`src/rtl/mod_n_qns_pkg.sv`:
```
// mod_n_qns_pkg: shared types, defaults and helpers for the noise-shaping quantizer family.
package mod_n_qns_pkg;
  localparam int DEF_NLEV = 4;
  localparam int DEF_LSB_SHIFT = 14;
  localparam int ST_W = 32;
  localparam int CNT_W = 8;
  typedef struct packed {
    logic signed [ST_W-1:0] e1;
    logic signed [ST_W-1:0] e2;
    logic signed [ST_W-1:0] e3;
    logic [CNT_W-1:0] ovl_cnt;
  } chan_t;
  // Signed coefficient of e_k in x - NTF residue: (-1)^(k+1) * C(order, k), zero above order.
  function automatic int ntf_coef(input int order, input int k);
    int c;
    c = 1;
    for (int i = 0; i < k; i++) c = c * (order - i) / (i + 1);
    return (k % 2 == 1) ? c : -c;
  endfunction
  function automatic longint ovl_thr(input int nlev, input int shift);
    return longint'(nlev) << shift;
  endfunction
endpackage

```
`src/rtl/mod_n_qns_quant.sv`:
```
// mod_n_qns_quant: combinational mid-rise bipolar multi-level quantizer with overload flag.
module mod_n_qns_quant
  import mod_n_qns_pkg::*;
#(
  parameter int YW = 23,
  parameter int IN_W = 19,
  parameter int NLEV = DEF_NLEV,
  parameter int LSB_SHIFT = DEF_LSB_SHIFT,
  parameter int OUT_W = $clog2(NLEV) + 1
) (
  input  logic signed [YW-1:0]    yy,
  output logic signed [OUT_W-1:0] code,
  output logic signed [IN_W-1:0]  scaled,
  output logic                    ovl
);
  localparam logic signed [YW-1:0] QMAX = YW'(NLEV / 2 - 1);
  localparam logic signed [YW-1:0] QMIN = YW'(-(NLEV / 2));
  localparam logic signed [YW-1:0] OVL = YW'(ovl_thr(NLEV, LSB_SHIFT));
  localparam logic signed [YW-1:0] NOVL = -OVL;
  logic signed [YW-1:0] q, qc;
  // Arithmetic shift is floor division, so code = 2*q+1 lands on the odd level above each threshold.
  always_comb begin
    q = yy >>> (LSB_SHIFT + 1);
    qc = (q > QMAX) ? QMAX : (q < QMIN) ? QMIN : q;
    code = OUT_W'((qc <<< 1) + YW'(1));
    scaled = IN_W'(code) <<< LSB_SHIFT;
    ovl = (yy > OVL) || (yy < NOVL);
  end
endmodule

```
`src/rtl/mod_n_qns.sv`:
```
// mod_n_qns: multi-channel error-feedback delta-sigma quantizer, NTF (1 - z^-1)^ORDER.
module mod_n_qns
  import mod_n_qns_pkg::*;
#(
  parameter int IN_W = 19,
  parameter int NLEV = DEF_NLEV,
  parameter int OUT_W = $clog2(NLEV) + 1,
  parameter int LSB_SHIFT = DEF_LSB_SHIFT,
  parameter int ORDER = 2,
  parameter int NCH = 2,
  parameter int CH_W = (NCH > 1) ? $clog2(NCH) : 1,
  parameter int OVL_LIMIT = 16
) (
  input  logic                    clock,
  input  logic                    reset_n,
  input  logic                    flush,
  input  logic                    in_valid,
  input  logic [CH_W-1:0]         in_ch,
  input  logic signed [IN_W-1:0]  in_data,
  output logic                    out_valid,
  output logic [CH_W-1:0]         out_ch,
  output logic signed [OUT_W-1:0] out_code,
  output logic signed [IN_W-1:0]  out_scaled,
  output logic                    out_overload,
  output logic                    out_reinit
);
  localparam int YW = IN_W + ORDER + 2;
  localparam int EW = IN_W + 2;
  localparam logic signed [YW-1:0] K1 = YW'(ntf_coef(ORDER, 1));
  localparam logic signed [YW-1:0] K2 = YW'(ntf_coef(ORDER, 2));
  localparam logic signed [YW-1:0] K3 = YW'(ntf_coef(ORDER, 3));
  localparam logic signed [YW-1:0] EMAX = (YW'(1) <<< (EW - 1)) - YW'(1);
  localparam logic signed [YW-1:0] EMIN = -EMAX - YW'(1);
  if (ORDER < 1 || ORDER > 3) begin : g_bad_order
    $error("mod_n_qns: ORDER must be 1..3");
  end
  if (NCH < 1 || NCH > 16 || EW > ST_W || OVL_LIMIT < 1 || OVL_LIMIT >= 2 ** CNT_W) begin : g_bad_cfg
    $error("mod_n_qns: unsupported NCH, IN_W or OVL_LIMIT");
  end
  chan_t st [NCH];
  chan_t cur, nxt;
  logic acc, ovl, reinit;
  logic signed [YW-1:0] yy, err, esat;
  logic signed [OUT_W-1:0] code;
  logic signed [IN_W-1:0] scaled;
  assign acc = in_valid && (32'(in_ch) < NCH);
  assign cur = acc ? st[in_ch] : '0;
  assign yy = YW'(in_data) + K1 * YW'(cur.e1) + K2 * YW'(cur.e2) + K3 * YW'(cur.e3);
  mod_n_qns_quant #(
    .YW(YW), .IN_W(IN_W), .NLEV(NLEV), .LSB_SHIFT(LSB_SHIFT), .OUT_W(OUT_W)
  ) u_quant (
    .yy(yy), .code(code), .scaled(scaled), .ovl(ovl)
  );
  // The counter never rests at OVL_LIMIT: the sample that would reach it re-initialises the channel.
  always_comb begin
    err = yy - (YW'(code) <<< LSB_SHIFT);
    esat = (err > EMAX) ? EMAX : (err < EMIN) ? EMIN : err;
    reinit = ovl && (cur.ovl_cnt == CNT_W'(OVL_LIMIT - 1));
    nxt = reinit ? '0 : chan_t'{e1: ST_W'(esat), e2: cur.e1, e3: cur.e2,
                               ovl_cnt: ovl ? cur.ovl_cnt + CNT_W'(1) : '0};
  end
  always_ff @(posedge clock or negedge reset_n) begin
    if (!reset_n) begin
      for (int i = 0; i < NCH; i++) st[i] <= '0;
      out_valid <= 1'b0;
      out_ch <= '0;
      out_code <= '0;
      out_scaled <= '0;
      out_overload <= 1'b0;
      out_reinit <= 1'b0;
    end else begin
      out_valid <= acc && !flush;
      if (flush) begin
        for (int i = 0; i < NCH; i++) st[i] <= '0;
      end else if (acc) begin
        st[in_ch] <= nxt;
        out_ch <= in_ch;
        out_code <= code;
        out_scaled <= scaled;
        out_overload <= ovl;
        out_reinit <= reinit;
      end
    end
  end
endmodule

```
`config.mk`:
```
export PLATFORM = sky130hd
export DESIGN_NAME = mod_n_qns
export DESIGN_NICKNAME = d
export VERILOG_FILES = /design/src/rtl/mod_n_qns_pkg.sv /design/src/rtl/mod_n_qns_quant.sv /design/src/rtl/mod_n_qns.sv
export SDC_FILE = /design/constraint.sdc
export NUM_CORES = 1
export LEC_CHECK = 0
export CAP_MARGIN = 20
export CORE_MARGIN = 2
export CORE_UTILIZATION = 61
export CTS_BUF_LIST = sky130_fd_sc_hd__clkbuf_4 sky130_fd_sc_hd__clkbuf_8 sky130_fd_sc_hd__clkbuf_16
export DETAILED_ROUTE_END_ITERATION = 7
export GPL_ROUTABILITY_DRIVEN = 0
export GPL_TIMING_DRIVEN = 0
export PLACE_DENSITY = 0.82
export SLEW_MARGIN = 20
export SYNTH_ARGS = -nofsm -noshare
export SYNTH_HDL_FRONTEND = slang
export SYNTH_SLANG_ARGS = --single-unit
export TNS_END_PERCENT = 50
```
`constraint.sdc`:
```
create_clock -name clock -period 7.7 [get_ports clock]
set_clock_uncertainty 0.15 [all_clocks]
set_input_delay 1.155 -clock clock [delete_from_list [all_inputs] [get_ports clock]]
set_output_delay 1.155 -clock clock [all_outputs]
set_load 0.005 [all_outputs]
```
== After elaboration in Yosys (flattened, before gate mapping) ==
Cells that the tools add are included.

* Shifts and indexed selects: 0
* $mul: 0
* Order comparisons: 8
* Reduce and logical (&&, ||, !) cells: 7
* Mux-type cells: 15
* Add/sub/neg operators: 6
* Equality and inequality tests: 1
* Div/mod/pow operators: 0
* Bitwise gates (word level): 2

{| class="wikitable"
|+ Operators by type and width
! cell !! count
|-
| 104-bit 2-to-1 mux || 6
|-
| 208-bit 2-to-1 mux || 2
|-
| 208-bit bitwise mux || 1
|-
| 104-bit demux with 1-bit select || 1
|-
| 23-bit 2-to-1 mux || 2
|-
| 19-bit by 23-bit adder with 23-bit output || 1
|-
| 23-bit adder || 1
|-
| 23-bit by 18-bit > comparator with 1-bit output, second input constant || 1
|-
| 23-bit by 21-bit > comparator with 1-bit output, second input constant || 1
|-
| 23-bit by 17-bit < comparator with 1-bit output, second input constant || 1
|-
| 23-bit by 21-bit < comparator with 1-bit output, second input constant || 1
|-
| 23-bit negator || 1
|-
| 23-bit by 17-bit subtractor with 23-bit output || 1
|-
| 8-bit by 1-bit adder with 8-bit output, second input constant || 1
|-
| 8-bit by 4-bit equality test with 1-bit output, second input constant || 1
|-
| 8-bit by 2-bit > comparator with 1-bit output, second input constant || 1
|-
| 8-bit by 2-bit < comparator with 1-bit output, second input constant || 1
|-
| 8-bit 2-to-1 mux || 1
|-
| 2-bit 2-to-1 mux || 2
|-
| 3-bit by 2-bit adder with 3-bit output, second input constant || 1
|-
| 1-bit logical AND || 3
|-
| 2-bit greater-or-equal comparator, second input constant || 1
|-
| 2-bit by 1-bit < comparator with 1-bit output, second input constant || 1
|-
| 1-bit NOT with 2-bit output || 1
|-
| 5 further kinds || 5
|}

* Register bits: 218
* Output and inout bits: 26
* Logic and storage cells: 53
* Bits in read-only memories: 0
* Bits in writable memories: 0
* Latch bits: 0
* Memories kept: 0

== Longest topological paths before layout ==
Gate-level depths: netlist (run 1).

* Depth in word-level cells: 19
* Mapped depth: 33
* Mapped depth without buffers: 27

== Modules after synthesis ==
Synthesis (run 1) repeated with hierarchy kept, for this count alone.

* Cell total of the unflattened synthesis: 924
* Area, all modules: 8,426.8 um2

{| class="wikitable"
|+ By module, submodules not included
! module !! cells each !! area an instance (um2) !! times used
|-
| mod_n_qns || 884 || 8,164.1 || 1
|-
| mod_n_qns_quant || 40 || 262.8 || 1
|}

== Least setup slack after synthesis (run 1) ==
Ideal clock, no wire load.

* Path kind: input to register
* Start point: input port in_ch
* End point: register st[196] in the netlist's numbering
* Arrival time: 8,483 ps
* Path slack: -1,054 ps
* Library setup time: 122 ps
* Cell stages on the path: 28
* Cells stage by stage: buf_1 -> clkbuf_1 -> clkbuf_1 -> buf_1 -> mux2_2 -> nand2_1 -> fa_1 -> ha_1 -> fa_1 -> a211o_1 -> a21boi_2 -> o211ai_1 -> nor4_1 -> a211oi_1 -> a2111o_1 -> nor4_1 -> nor2_1 -> a31oi_1 -> inv_1 -> fa_1 -> a311oi_1 -> a311o_2 -> a31oi_4 -> o21ai_1 -> nand3b_1 -> ha_1 -> or2_1 -> a32o_1

* Word-level cells in the longest chain between the ends: 19
* Elaborated cells between the ends (all ways): 32

{| class="wikitable"
|+ RTL lines
! what !! RTL line !! RTL
|-
| start: declaration || mod_n_qns.sv:18 || <nowiki>input logic [CH_W-1:0] in_ch,</nowiki>
|-
| 1-bit NOT with 2-bit output (implied by the code) * || mod_n_qns.sv:47 || <nowiki>assign cur = acc ? st[in_ch] : '0;</nowiki>
|-
| 104-bit 2-to-1 mux (implied by the code) * (3 in series) || mod_n_qns.sv:47 ||
|-
| 104-bit 2-to-1 mux * || mod_n_qns.sv:47 ||
|-
| 19-bit by 23-bit adder with 23-bit output or 23-bit negator (tied branches) || mod_n_qns.sv:48 || <nowiki>assign yy = YW'(in_data) + K1 * YW'(cur.e1) + K2 * YW'(cur.e2) + K3 * YW'(cur.e3);</nowiki>
|-
| 23-bit adder * || mod_n_qns.sv:48 ||
|-
| 8-bit by 2-bit < comparator with 1-bit output || mod_n_qns_quant.sv:24 || <nowiki>qc = (q > QMAX) ? QMAX : (q < QMIN) ? QMIN : q;</nowiki>
|-
| 2-bit 2-to-1 mux || mod_n_qns_quant.sv:24 ||
|-
| 2-bit 2-to-1 mux * || mod_n_qns_quant.sv:24 ||
|-
| (+1 left out) || - ||
|-
| net code[1] || mod_n_qns.sv:44 || <nowiki>logic signed [OUT_W-1:0] code;</nowiki>
|-
| 23-bit by 17-bit subtractor with 23-bit output * || mod_n_qns.sv:56 || <nowiki>err = yy - (YW'(code) <<< LSB_SHIFT);</nowiki>
|-
| 23-bit by 21-bit < comparator with 1-bit output || mod_n_qns.sv:57 || <nowiki>esat = (err > EMAX) ? EMAX : (err < EMIN) ? EMIN : err;</nowiki>
|-
| 23-bit 2-to-1 mux || mod_n_qns.sv:57 ||
|-
| 23-bit 2-to-1 mux * || mod_n_qns.sv:57 ||
|-
| 104-bit 2-to-1 mux * || mod_n_qns.sv:59 || <nowiki>nxt = reinit ? '0 : chan_t'{e1: ST_W'(esat), e2: cur.e1, e3: cur.e2,</nowiki>
|-
| 208-bit bitwise mux * || mod_n_qns.sv:76 || <nowiki>st[in_ch] <= nxt;</nowiki>
|-
| 208-bit 2-to-1 mux * || mod_n_qns.sv:75 || <nowiki>end else if (acc) begin</nowiki>
|-
| 208-bit 2-to-1 mux * || mod_n_qns.sv:73 || <nowiki>if (flush) begin</nowiki>
|-
| end signal: indexed assignment || mod_n_qns.sv:76 ||
|-
| end: declaration || mod_n_qns.sv:40 || <nowiki>chan_t st [NCH];</nowiki>
|}

The timed path passes the listed nets; every way through them passes the cells marked *. The select of a mux whose other input is x is not followed.
A chain may end at the register's enable or synchronous reset.

== Final worst setup path (run 1) ==
* Start point: input port in_ch
* End point: register st[84] in the netlist's numbering

* Word-level cells in the longest chain between the ends: 19
* Elaborated cells between the ends (all ways): 32

{| class="wikitable"
|+ RTL lines
! what !! RTL line !! RTL
|-
| 1-bit NOT with 2-bit output (implied by the code) * || mod_n_qns.sv:47, mod_n_qns.sv:76 ||
|-
| 104-bit 2-to-1 mux (implied by the code) (3 in series) || mod_n_qns.sv:47 ||
|-
| 104-bit 2-to-1 mux || mod_n_qns.sv:47 ||
|-
| 19-bit by 23-bit adder with 23-bit output or 23-bit negator (tied branches) || mod_n_qns.sv:48 ||
|-
| 23-bit adder || mod_n_qns.sv:48 ||
|-
| 8-bit by 2-bit < comparator with 1-bit output || mod_n_qns_quant.sv:24 ||
|-
| 2-bit 2-to-1 mux (2 in series) || mod_n_qns_quant.sv:24 ||
|-
| 3-bit by 2-bit adder with 3-bit output || mod_n_qns_quant.sv:25 || <nowiki>code = OUT_W'((qc <<< 1) + YW'(1));</nowiki>
|-
| 23-bit by 17-bit subtractor with 23-bit output || mod_n_qns.sv:56 ||
|-
| 23-bit by 21-bit < comparator with 1-bit output || mod_n_qns.sv:57 ||
|-
| 23-bit 2-to-1 mux (2 in series) || mod_n_qns.sv:57 ||
|-
| 104-bit 2-to-1 mux || mod_n_qns.sv:59 ||
|-
| 208-bit bitwise mux * || mod_n_qns.sv:76 ||
|-
| 208-bit 2-to-1 mux * || mod_n_qns.sv:75 ||
|-
| 208-bit 2-to-1 mux * || mod_n_qns.sv:73 ||
|}

Mark *: on every way between the ends. The rest lies on a longest branch, timed or not. The select of a mux whose other input is x is not followed.

==> results, run 1 <==
- The count of fill cells added during filler insertion is between 800 and 900.
- By count the netlist is led by nand2_1, dfrtp_1, o21ai_0, inv_1, a22oi_1.
- From synthesis to final layout, the design area changed by 24.2%.
- The highest cell delay on the worst timing path is 0.45 ns.
- The Yosys step of the flow raised 0 warnings.
- In this run, synthesis produced a sequential element count of 115.
- The HPWL after detailed placement is between 15000 and 20000 um.
- For the worst setup path, the data required time is between 7 and 8 ns.
- In the routed layout, each cell is associated on average with a via count of 6.28.
- The total track usage is between 30% and 40%.
- The most instantiated library cell after synthesis is nand2_1.
- The most common cell type on the critical path is ha_4.
- In this run the power density over the cells is 381 mW/mm2.
- In this run the core area contains 42 standard-cell rows.
- The total DRC errors in the routed layout is 0.
- The area of the placeable core is 0.0131 mm2.
- The H-tree depth reported by CTS is 4.
- A synthesized cell averages ~9.2 um2.
- The fraction of final layout cells with drive strength greater than 1 is between 20% and 30%.
- Max-cap violations in this run came to 0.
- Measured along the x axis, the die boundary spans about 120 um.
- During placement, the flow inserted port buffers numbering 35.
- The min-delay analysis places its worst path in the category reg -> reg.
- The placed instances occupy a cell area of between 0.008 and 0.009 mm2.
- STA classifies the critical path endpoint as a register.
- The synthesized design spends more area on one cell type than any other, namely dfrtp_1.
- The later pin in the worst-skew pair is clocked with a latency of approximately 0.44 ns.
- The buffer cell driving the clock tree root is clkbuf_16.
- The transition at the pin with the smallest max-transition slack is about 0.86 ns.
- The wire length of the first global-routing pass is roughly 36000 um.
- The final critical path takes up between 90% and 100% of the cycle.
- After detailed routing, the average wire length per cell comes to roughly 20 um.
- The number of DRC markers after the initial detailed-route iteration is around 800.
- The number of clock buffers added by TritonCTS is 17.
- The fraction of synthesis flops using an asynchronous set or reset pin is 100%.
- The predominant post-synthesis flop cell is dfrtp_1.
- The max-slew violation count is 0.
- Headroom to the max-slew limit came out at a little over two fifths.
- The number of antenna violations at the first check in global routing is 0.
- TritonCTS built the clock tree.
- Power comes to slightly below 4 mW.
- Timing would allow up to 132 MHz.
- The number of antenna diodes in the final layout is 0.
- The count of unique library cells instantiated by Yosys is between 70 and 80.
- The kind of critical path is in -> reg.
- The via count of the first global-routing pass is 7202.
- Setup slack on the critical path of the routed design comes to between 0.1 and 0.15 ns.
- Data on the critical path arrives at its endpoint at slightly below 8 ns.
- After the last flow step, the layout net total stands at ~1100.
- The die covers around 0.014 mm2.
- The static power due to leakage is ~4.6 nW.
- The synthesized design contains 0 enable-type register cells.
- The worst setup path is launched from a primary input.
- Clock-pin slew was measured on the worst setup and hold paths at around 0.06 ns.
- The longest clock path from root to sink contains 2 buffers.
- The time the worst path needs with I/O delays and setup is ~7.6 ns.
- The run finished with clean final reports.
- The global-route congestion overflow total is 0.
- For this run, the register share of the synthesized area comes to roughly a third.
- The die is between 100 and 150 um tall.
- The initial utilization of the core area, before any placement, comes to 62.2%.
- The worst voltage drop across the vdd grid is approximately 0.27 mV.
- The area of all placed cells without fillers is between 0.01 and 0.015 mm2.
- Setup violations remaining at the end of the flow were counted as 0.
- The pin count of the biggest net entering global routing is slightly below 80.
- The count of vias placed by the detailed router is around 7400.
- Before CTS, the worst setup slack after placement is -2.09 ns.
- The maximum fanout along the worst path is 10.
- After synthesis, the largest area contributor takes up 35.2% of total cell area.
- After technology mapping, the gate count stands at ~890.
- The post-route antenna net violation count is 0.
- The I/O pin count is 50.
- The total of hold buffers inserted after clock tree synthesis is 0.
- The cell with the largest stage delay on the worst path is fa_1.
- After synthesis, the cell types taking the most area are dfrtp_1, o21ai_0, fa_1.
- The number of hold violations in the final report is 0.
- The final wirelength is approximately 23000 um.
- The smallest hold slack is 0.325 ns.
- The first-pass iteration count of the detailed router is 6.
- The summed instance area of the synthesized netlist is about 0.008 mm2.
- The total number of clock tree sinks is between 100 and 150.
worst max-delay path, delay by kind of cell:
family,cells,cell delay [ns]
buf+inv,6,0.85
mux,1,0.34
xor+xnor,2,0.42
compound gates,12,2.60
fa+ha+maj,5,1.64
simple gates,5,0.72
repair_timing:
item                                    in CTS  in global routing
pin swaps                                   21                 33
setup buffers                               18                 17
cloned                                       0                  2
endpoints found under the setup margin      46                 44
resized for setup                           44                 68
flip-flops by register name, summed over array words and instances (netlist names):
name / flops
out_reinit: 1
out_code: 3
out_valid: 1
out_ch: 1
out_overload: 1
st: 108
cell families (layout without fill, tap and decap cells):
group | after synthesis | in the layout | share of synthesized area (%)
AO/OA/AOI/OAI | 260 | 261 | 21.9
AND/OR/NAND/NOR | 230 | 230 | 13.6
buffers and inverters | 143 | 244 | 8.42
flip-flops | 115 | 115 | 35.2
adder cells (fa/ha/maj) | 55 | 55 | 10.5
multiplexers | 54 | 54 | 7.09
XOR/XNOR | 29 | 29 | 3.20
other | 1 | 14 | 0.0459
layer usage:
metal  GRT usage (%)  part of all wire, %
met1            42.1                   40
met2            52.9                   48
met3            9.32                  8.9
met4            12.9                  2.9
met5               0                    0
metrics by stage:
step / instances / setup TNS (ns) / util, %
3_3_place_gp: 1111 / -83.05 / 67.4
5_1_grt: 1178 / -0.598 / 77.3
2_1_floorplan: 900 / 0 / -
3_5_place_dp: 1112 / -89.22 / 67.6
6_report: 1178 / 0 / 77.3
4_1_cts: 1160 / 0 / 74.6
final timing paths:
path,start,to,slack [ns],cells past startpoint
min in group asynchronous,reset_n,out_code[0],0.47,1
min reg2reg,st[41],st[41],0.32,2
max in group asynchronous,reset_n,st[84],6.19,2
max reg2reg,st[176],st[84],0.82,29
min,st[41],st[41],0.32,2
max,in_ch,st[84],0.11,31
cell type report:
type                            count  area, um2  area share [%]
Clock inverter                     12        180            1.77
Multi-Input combinational cell    643       5010            49.4
Inverter                           73        274            2.70
Buffer                             67        480            4.73
Clock buffer                       20        454            4.47
Sequential cell                   115       2880            28.3
Timing Repair Buffer               72        652            6.42
Tap cell                          176        220            2.17
placed cells by master (no fill, tap or decap), types with 9 or more instances in the layout:
cell	n
a21o_1	13
a21oi_1	22
a22o_1	15
a22oi_1	32
buf_2	10
buf_4	57
buf_6	12
clkbuf_1	19
clkbuf_16	18
clkdlybuf4s50_1	32
conb_1	14
dfrtp_1	115
fa_1	20
ha_1	26
inv_1	69
mux2_2	30
mux2i_1	22
nand2_1	114
nand3_1	12
nor2_1	20
nor2b_1	25
o21ai_0	81
o21ai_1	16
xnor2_1	19
xor2_1	9
power by group:
group          switching, mW  total [mW]  internal [mW]  leakage, nW
clock network          0.306       0.863          0.557        0.307
logic                   1.33        2.29          0.960         2.76
registers             0.0394       0.716          0.677         1.57
Note: power is estimated with default switching activity, not from simulation.
==> inputs of run 2 (changes only) <==
--- a/config.mk
+++ b/config.mk
@@ -17,4 +17,3 @@
 export SYNTH_ARGS = -nofsm -noshare
 export SYNTH_HDL_FRONTEND = slang
 export SYNTH_SLANG_ARGS = --single-unit
-export TNS_END_PERCENT = 50
==> results of run 2 <==
No change in the layout: final DEF, timing and power equal those of run 1.
